**config.mk**
```make
export PLATFORM = sky130hd
export DESIGN_NAME = sev_seg_scan_ctrl
export DESIGN_NICKNAME = d
export VERILOG_FILES = /design/src/rtl/sev_seg_pkg.sv /design/src/rtl/hex_to_sev_seg.sv /design/src/rtl/sev_seg_scan_ctrl.sv
export SDC_FILE = /design/constraint.sdc
export NUM_CORES = 1
export LEC_CHECK = 0
export ABC_AREA = 1
export CAP_MARGIN = 20
export CORE_UTILIZATION = 45
export DETAILED_ROUTE_END_ITERATION = 8
export GPL_ROUTABILITY_DRIVEN = 0
export HOLD_SLACK_MARGIN = 0.06
export PLACE_DENSITY = 0.81
export SLEW_MARGIN = 30
export SYNTH_ARGS = -nofsm -noshare
export SYNTH_HDL_FRONTEND = slang
export SYNTH_SLANG_ARGS = --single-unit
```
**constraint.sdc**
```tcl
create_clock -name clk_slw -period 1.7 [get_ports clk_slw]
set_input_delay 0.34 -clock clk_slw [delete_from_list [all_inputs] [get_ports clk_slw]]
set_output_delay 0.34 -clock clk_slw [all_outputs]
set_load 0.005 [all_outputs]
```
**src/rtl/sev_seg_pkg.sv**
```systemverilog
`default_nettype none
// ============================================================================
// sev_seg_pkg : segment bit positions, hex-to-segment table, polarity helper
// Rev 1.0
// ============================================================================
package sev_seg_pkg;

    localparam int SEG_A  = 0;
    localparam int SEG_B  = 1;
    localparam int SEG_C  = 2;
    localparam int SEG_D  = 3;
    localparam int SEG_E  = 4;
    localparam int SEG_F  = 5;
    localparam int SEG_G  = 6;
    localparam int SEG_DP = 7;

    // Active-high {g,f,e,d,c,b,a} patterns for 0..F (lower-case b and d)
    localparam logic [6:0] HEX_SEG_TABLE [16] = '{
        7'h3F, 7'h06, 7'h5B, 7'h4F, 7'h66, 7'h6D, 7'h7D, 7'h07,
        7'h7F, 7'h6F, 7'h77, 7'h7C, 7'h39, 7'h5E, 7'h79, 7'h71
    };

    function automatic logic [7:0] apply_polarity(input logic [7:0] value,
                                                  input logic       active_low);
        return active_low ? ~value : value;
    endfunction

endpackage
`default_nettype wire

```
**src/rtl/hex_to_sev_seg.sv**
```systemverilog
`default_nettype none
// ============================================================================
// hex_to_sev_seg : combinational nibble to active-high 7-segment decoder
// Rev 1.0
// ============================================================================
module hex_to_sev_seg
    import sev_seg_pkg::*;
(
    input  logic [3:0] nibble,
    output logic [6:0] seg
);

    assign seg = HEX_SEG_TABLE[nibble];

endmodule
`default_nettype wire

```
**src/rtl/sev_seg_scan_ctrl.sv**
```systemverilog
`default_nettype none
// ============================================================================
// sev_seg_scan_ctrl : multiplexed 7-segment scanner, double-buffered, PWM dimmed
// Rev 1.0
// ============================================================================
module sev_seg_scan_ctrl
    import sev_seg_pkg::*;
#(
    parameter int N_DIGITS   = 8,
    parameter int SCAN_DIV   = 15,
    parameter int PWM_BITS   = 3,
    parameter bit ACTIVE_LOW = 1'b1,
    localparam int IDX_W     = $clog2(N_DIGITS)
) (
    input  logic                    clk_slw,
    input  logic                    reset,
    input  logic                    load,
    input  logic [4*N_DIGITS-1:0]   digits,
    input  logic [N_DIGITS-1:0]     dp,
    input  logic [N_DIGITS-1:0]     blank,
    input  logic [PWM_BITS-1:0]     brightness,
    output logic [7:0]              sev_seg_leds,
    output logic [N_DIGITS-1:0]     an,
    output logic [IDX_W-1:0]        digit_idx,
    output logic                    update_pending
);

    localparam logic [IDX_W-1:0]    LAST_IDX = IDX_W'(N_DIGITS - 1);
    localparam logic [7:0]          SEG_OFF  = ACTIVE_LOW ? 8'hFF : 8'h00;
    localparam logic [N_DIGITS-1:0] AN_OFF   = ACTIVE_LOW ? '1 : '0;

    logic [SCAN_DIV-1:0]   div_cnt;
    logic [IDX_W-1:0]      idx;
    logic                  dwell_end;
    logic                  frame_end;

    logic [4*N_DIGITS-1:0] pend_digits;
    logic [N_DIGITS-1:0]   pend_dp;
    logic [N_DIGITS-1:0]   pend_blank;
    logic [4*N_DIGITS-1:0] act_digits;
    logic [N_DIGITS-1:0]   act_dp;
    logic [N_DIGITS-1:0]   act_blank;

    logic [3:0]            cur_nibble;
    logic [6:0]            cur_seg7;
    logic                  lit;
    logic [7:0]            segs_hi;
    logic [N_DIGITS-1:0]   an_hi;

    assign dwell_end = &div_cnt;
    assign frame_end = dwell_end && (idx == LAST_IDX);

    always_ff @(posedge clk_slw) begin
        if (reset) begin
            div_cnt <= '0;
            idx     <= '0;
        end else begin
            div_cnt <= div_cnt + SCAN_DIV'(1);
            if (dwell_end) begin
                idx <= frame_end ? '0 : idx + IDX_W'(1);
            end
        end
    end

    // Commit reads the pending buffer before a same-edge load overwrites it
    always_ff @(posedge clk_slw) begin
        if (reset) begin
            pend_digits    <= '0;
            pend_dp        <= '0;
            pend_blank     <= '1;
            act_digits     <= '0;
            act_dp         <= '0;
            act_blank      <= '1;
            update_pending <= 1'b0;
        end else begin
            if (load) begin
                pend_digits <= digits;
                pend_dp     <= dp;
                pend_blank  <= blank;
            end
            if (frame_end && update_pending) begin
                act_digits <= pend_digits;
                act_dp     <= pend_dp;
                act_blank  <= pend_blank;
            end
            if (load) begin
                update_pending <= 1'b1;
            end else if (frame_end) begin
                update_pending <= 1'b0;
            end
        end
    end

    assign cur_nibble = act_digits[{idx, 2'b00} +: 4];

    hex_to_sev_seg u_hex_to_sev_seg (
        .nibble (cur_nibble),
        .seg    (cur_seg7)
    );

    // div_cnt==0 is the inter-digit dead cycle that hides anode switching ghosting
    assign lit = !act_blank[idx]
              && (div_cnt != '0)
              && (div_cnt[SCAN_DIV-1 -: PWM_BITS] <= brightness);

    always_comb begin
        segs_hi = 8'h00;
        an_hi   = '0;
        if (lit) begin
            segs_hi[SEG_G:SEG_A] = cur_seg7;
            segs_hi[SEG_DP]      = act_dp[idx];
            an_hi                = N_DIGITS'(1) << idx;
        end
    end

    always_ff @(posedge clk_slw) begin
        if (reset) begin
            sev_seg_leds <= SEG_OFF;
            an           <= AN_OFF;
            digit_idx    <= '0;
        end else begin
            sev_seg_leds <= apply_polarity(segs_hi, ACTIVE_LOW);
            an           <= ACTIVE_LOW ? ~an_hi : an_hi;
            digit_idx    <= idx;
        end
    end

endmodule
`default_nettype wire

```
==> flow_metrics.env <==
export IMPL_h_tree_depth=4
export IMPL_clkLatencyLatePin_ns=0.43
export IMPL_synth_cell_types=24
export IMPL_ant_nets=0
export IMPL_drive_gt1_share_pct=17.5
export IMPL_worstPathCellList="ha_4, nand2_4, nor2_4, nand3b_4, nor2_4, buf_4, buf_6, nand4_1, a21oi_1"
export IMPL_ff2ff_path_depth=9
export IMPL_clkTransAtPathRegs_ns=0.07
export IMPL_drv_cap=0
export IMPL_critical_path_max_stage_delay_ns=0.37
export IMPL_utilization_pct=64.7
export IMPL_final_cell_mix="nand2_1, dfxtp_1, nor2_1"
export IMPL_drt_iter0_drc=593
export IMPL_clock_skew_final_ns=0.0101
export IMPL_worstSetupPathType="reg -> reg"
export IMPL_final_nets=949
export IMPL_cts_buffers=17
export IMPL_drtPass1Iterations=5
export IMPL_drc_errors=0
export IMPL_viasPerCell=5.37
export IMPL_synth_area_per_cell_um2=7.28
export IMPL_antenna_cells=0
export IMPL_fp_dieW_um=115
export IMPL_ir_worst_vdd_v=0.000670
export IMPL_crit_fanout=16
export IMPL_initial_utilization_pct=46.8
export IMPL_final_hold_violation_count=0
export IMPL_p_per_area_mw_per_mm2=946
export IMPL_worstPathRequired_ns=2.06
export IMPL_overflow=0
export IMPL_grt_first_pass_wirelength_mm=24.4
export IMPL_final_max_slew_viol_count=0
export IMPL_holdWs_ns=0.407
export IMPL_dieArea_mm2=0.0132
export IMPL_grt_max_degree=50
export IMPL_final_setup_viol_count=28
export IMPL_dpl_instance_area_mm2=0.00679
export IMPL_clockBufferDepth=2
export IMPL_antenna_found_initial=0
export IMPL_stdcell_area_mm2=0.00790
export IMPL_end_kind="flip-flop"
export IMPL_io_buffers=73
export IMPL_wl_per_cell_um=15.2
export IMPL_yosys_warnings=0
export IMPL_ys_seq_area_share_pct=46.9
export IMPL_rsz0062_at_grt="true"
export IMPL_crit_slowest_cell="dfxtp_4"
export IMPL_syn_area_mm2=0.00571
export IMPL_holdPathStages=3
export IMPL_min_period_ns=1.79
export IMPL_root_buffer="clkbuf_16"
export IMPL_clock_sinks=134
export IMPL_synth_nets=856
export IMPL_cp_start_kind="flip-flop"
export IMPL_vias=5688
export IMPL_max_slew_margin_pct=73.0
export IMPL_finalSetupTns_ns=-0.496
export IMPL_hold_class="in -> reg"
export IMPL_io_pins=74
export IMPL_totalWireLength_mm=16.1
export IMPL_worst_pin_slew_ns=0.406
export IMPL_fmax_mhz=558
export IMPL_path_common_cell="nor2_4"
export IMPL_grt_use_total_pct=23.9
export IMPL_power_leakage_uw=0.00321
export IMPL_core_area_mm2=0.0122
export IMPL_arrival_ns=2.15
export IMPL_status="finished with violations"
export IMPL_die_h_um=115
export IMPL_worst_slack_ns=-0.0906
export IMPL_final_common_cell="nand2_1"
export IMPL_instances_no_fill=1059
export IMPL_rows=40
export IMPL_violations="setup timing"
export IMPL_ys_ff_latch=134
export IMPL_first_global_vias=5391
export IMPL_area_growth_pct=38.2
export IMPL_post_route_period_util_pct=105
export IMPL_syn_inst=785
export IMPL_cts_tree="yes"
export IMPL_place_inst=1016
export IMPL_nFillCells=981
export IMPL_hpwlAfterDp_mm=9.20
==> layout make-up <==
type	count	area, µm²	share of cell area, %
inverter	60	235	2.98
sequential	134	2690	34.1
clock buffer	18	439	5.56
timing repair inverter	1	7.51	0.0951
multi-input combinational	539	2890	36.6
timing repair buffer	125	1260	15.9
clock inverter	14	166	2.11
tap	168	210	2.66
==> registers in the layout (all words and copies together), names as in the netlist <==
signal / flops
act_blank: 8
an: 8
pend_dp: 8
act_digits: 32
div_cnt: 15
idx: 3
act_dp: 8
pend_digits: 32
sev_seg_leds: 8
pend_blank: 8
update_pending: 1
digit_idx: 3
==> cells in the mapped netlist <==
library cell	count	area, µm²
nand2_1	170	638
dfxtp_1	134	2680
nor2_1	112	420
nand3_1	84	420
inv_1	58	218
a21oi_1	53	265
o21ai_0	47	235
nand4_1	40	250
clkbuf_1	36	135
ha_1	17	213
buf_2	11	55.1
nor3_1	3	15.0
a32o_1	2	20.0
buf_4	2	15.0
buf_6	2	22.5
inv_2	2	7.51
nand3b_1	2	15.0
nor2_4	2	22.5
o21a_1	2	15.0
xor2_1	2	17.5
buf_1	1	3.75
nand2_2	1	6.26
nand3_2	1	10.0
nand3b_2	1	11.3
==> cells by family after synthesis <==
family / synth area share (%)
XOR/XNOR: 0.307
flip-flops: 46.9
AO/OA/AOI/OAI: 9.37
adder cells (fa/ha/maj): 3.72
AND/OR/NAND/NOR: 31.7
buffers and inverters: 7.99
==> timing repair <==
action | in CTS | in global routing
cloned | 1 | 6
hold buffers | 0 | 0
buffers inserted | 0 | 4
pin swaps | 1 | 24
resized for setup | 10 | 80
setup endpoints to repair | 55 | 66
==> critical path: cells and delay by family (launching register included) <==
family                     cells  cell delay, ns
AOI/OAI and AO/OA              1            0.21
adders and majority gates      1            0.15
buffers and inverters          2            0.34
DFF                            1            0.37
and+or+nand+nor                5            0.66
==> metal layers <==
layer | share of wire, % | wire, µm | up-vias | global-route usage, %
li1 | - | - | 2755 | -
met1 | 42 | 6740 | 2656 | 28.6
met2 | 49 | 7860 | 217 | 39.3
met3 | 5.6 | 906 | 60 | 5.35
met4 | 3.6 | 584 | 0 | 14.3
met5 | 0 | 0 | - | 0
==> final timing paths <==
check	startpoint	endpoint	slack (ns)
max	div_cnt[1]	act_digits[30]	-0.09
min	reset	update_pending	0.41
min reg2reg	act_digits[4]	act_digits[4]	0.46
max reg2reg	div_cnt[1]	act_digits[30]	-0.09
==> through the flow <==
| stage | total power, µW | worst slack, ns |
|---|---|---|
| floorplan | 3520 | 0.00120 |
| global placement | 3720 | -0.455 |
| detailed placement | 3730 | -0.539 |
| CTS | 7450 | 0.0131 |
| global route | 7690 | -0.193 |
| finish | 7470 | -0.0906 |
==> report_power, final <==
part	leakage [µW]	internal (µW)	switching, µW
Combinational	0.00182	199	213
Sequential	0.00110	3230	51.5
Clock	0.000294	2240	1550
Total	0.00321	5660	1810
Power figures use the tool's default switching activity.
==> RTL change (config.mk and constraints unchanged) <==
Set the parameter `ACTIVE_LOW` to 1'b0 (it was 1'b1).
--- a/src/rtl/sev_seg_scan_ctrl.sv
+++ b/src/rtl/sev_seg_scan_ctrl.sv
@@ -9,7 +9,7 @@
     parameter int N_DIGITS   = 8,
     parameter int SCAN_DIV   = 15,
     parameter int PWM_BITS   = 3,
-    parameter bit ACTIVE_LOW = 1'b1,
+    parameter bit ACTIVE_LOW = 1'b0,
     localparam int IDX_W     = $clog2(N_DIGITS)
 ) (
     input  logic                    clk_slw,
Behaviour: not the same (Yosys sat finds a counterexample within 4 cycles, from zero or initial values and one cycle with reset high).
==> RTL change against the original RTL <==
- the flow still finishes with violations (setup timing)
- wire length shrank 2.6%
- design area decreased by 1.6%
- power is 3.8% lower
- sequential cell count unchanged
- global-route usage shrank 2.7 points
- synthesized area shrank 0.37%
- setup slack got worse by 0.040 ns
- critical path type unchanged
==> RTL change: results (changes against the original RTL) <==
first-pass GRT wire length 22,050 um (-9.6%); routed length on met2 7548 um (-3.9%); Met1 Wirelength 6659 um (-1.2%); CP max FO 17 (+1); worst vdd rail ir drop 0.6090 mV (-9.1%); pre-CTS WS -0.4140 ns (+0.1251 ns); Non-Filler Instances 1,030 (-2.7%); Worst-Margin Slew 0.4311 ns (+0.02537 ns); Clock Skews 0.007655 ns (-0.002397 ns); dpl cell area 6751 um^2 (-0.61%); Routed met3 length 1044 um (+15%); share of cells above drive strength 1 16.71% (-0.80 points); GR met3 Demand/Resource 4.394% (-0.95 points); Synth area leaders dfxtp_1 47%, nand2_1 9.4%, nor2_1 8.6%; post-synthesis cell type count 27 (+13%); Vias/cell 5.409 (+0.70%); drt initial violations 482 (-19%); top flop regs act_digits (32), pend_digits (32), div_cnt (15); failing checks setup timing; placed cell count 987 (-2.9%); Tot GR Track Use 21.23% (-2.7 points); nets 920 (-3.1%); Resized Gates After CTS 11 (+1); final setup violating endpoints 58 (+110%); largest net degree at the start of global routing 58 (+16%); number of global-route vias before repair 4,763 (-12%); Post-DP HPWL 8685 um (-5.6%); Syn Nets 831 (-2.9%); met1 Usage GRT 27.18% (-1.4 points); final WL 15,680 um (-2.6%); worst setup margin -0.1304 ns (-0.03983 ns); Synth Instances 760 (-3.2%); outcome finished, violations left; most frequent cells after synthesis 142 x nand2_1, 134 x dfxtp_1, 130 x nor2_1; setup TNS -4.061 ns (-3.565 ns); FILL cells 947 (-3.5%)
[RTL change: cell types whose count changed after synthesis, moves of 4 or more]
| cell | before | now |
|---|---|---|
| nand4_1 | 40 | 44 |
| inv_1 | 58 | 48 |
| a21oi_1 | 53 | 63 |
| clkbuf_1 | 36 | 31 |
| o21ai_0 | 47 | 69 |
| nand3_1 | 84 | 37 |
| nor2_1 | 112 | 130 |
| nand2_1 | 170 | 142 |
| o211ai_2 | 0 | 8 |
[RTL change: cell type report]
cell class	instances	area (um^2)	share of cell area (%)
Multi-Input combinational cell	524	2826	36.36
Sequential cell	134	2694	34.65
Timing Repair Buffer	120	1276	16.42
Clock buffer	24	491.7	6.325
Tap cell	168	210.2	2.704
Inverter	52	202.7	2.607
Clock inverter	8	72.57	0.9335
[RTL change: power breakdown]
part / switching [mW] / total (mW) / internal [mW]
Sequential: 0.0497 / 3.28 / 3.23
Clock: 1.37 / 3.52 / 2.15
Combinational: 0.201 / 0.392 / 0.191
Total: 1.62 / 7.19 / 5.57
[RTL change: kinds of logic (layout without fill, tap and decap cells)]
group | after synthesis | after routing | synth area share (%)
AO/OA/AOI/OAI | 143 | 143 | 13.71
adder cells (fa/ha/maj) | 17 | 17 | 3.736
buffers and inverters | 102 | 204 | 7.670
flip-flops | 134 | 134 | 47.12
AND/OR/NAND/NOR | 364 | 364 | 27.76
[RTL change: worst paths after layout]
kind                                  to  slack [ns]  cells after the start
max          act_digits[22]$_SDFFE_PP0P_       -0.13                     10
min            act_blank[5]$_SDFFE_PP1P_        0.39                      4
max reg2reg  act_digits[22]$_SDFFE_PP0P_       -0.13                     10
min reg2reg  act_digits[29]$_SDFFE_PP0P_        0.46                      2
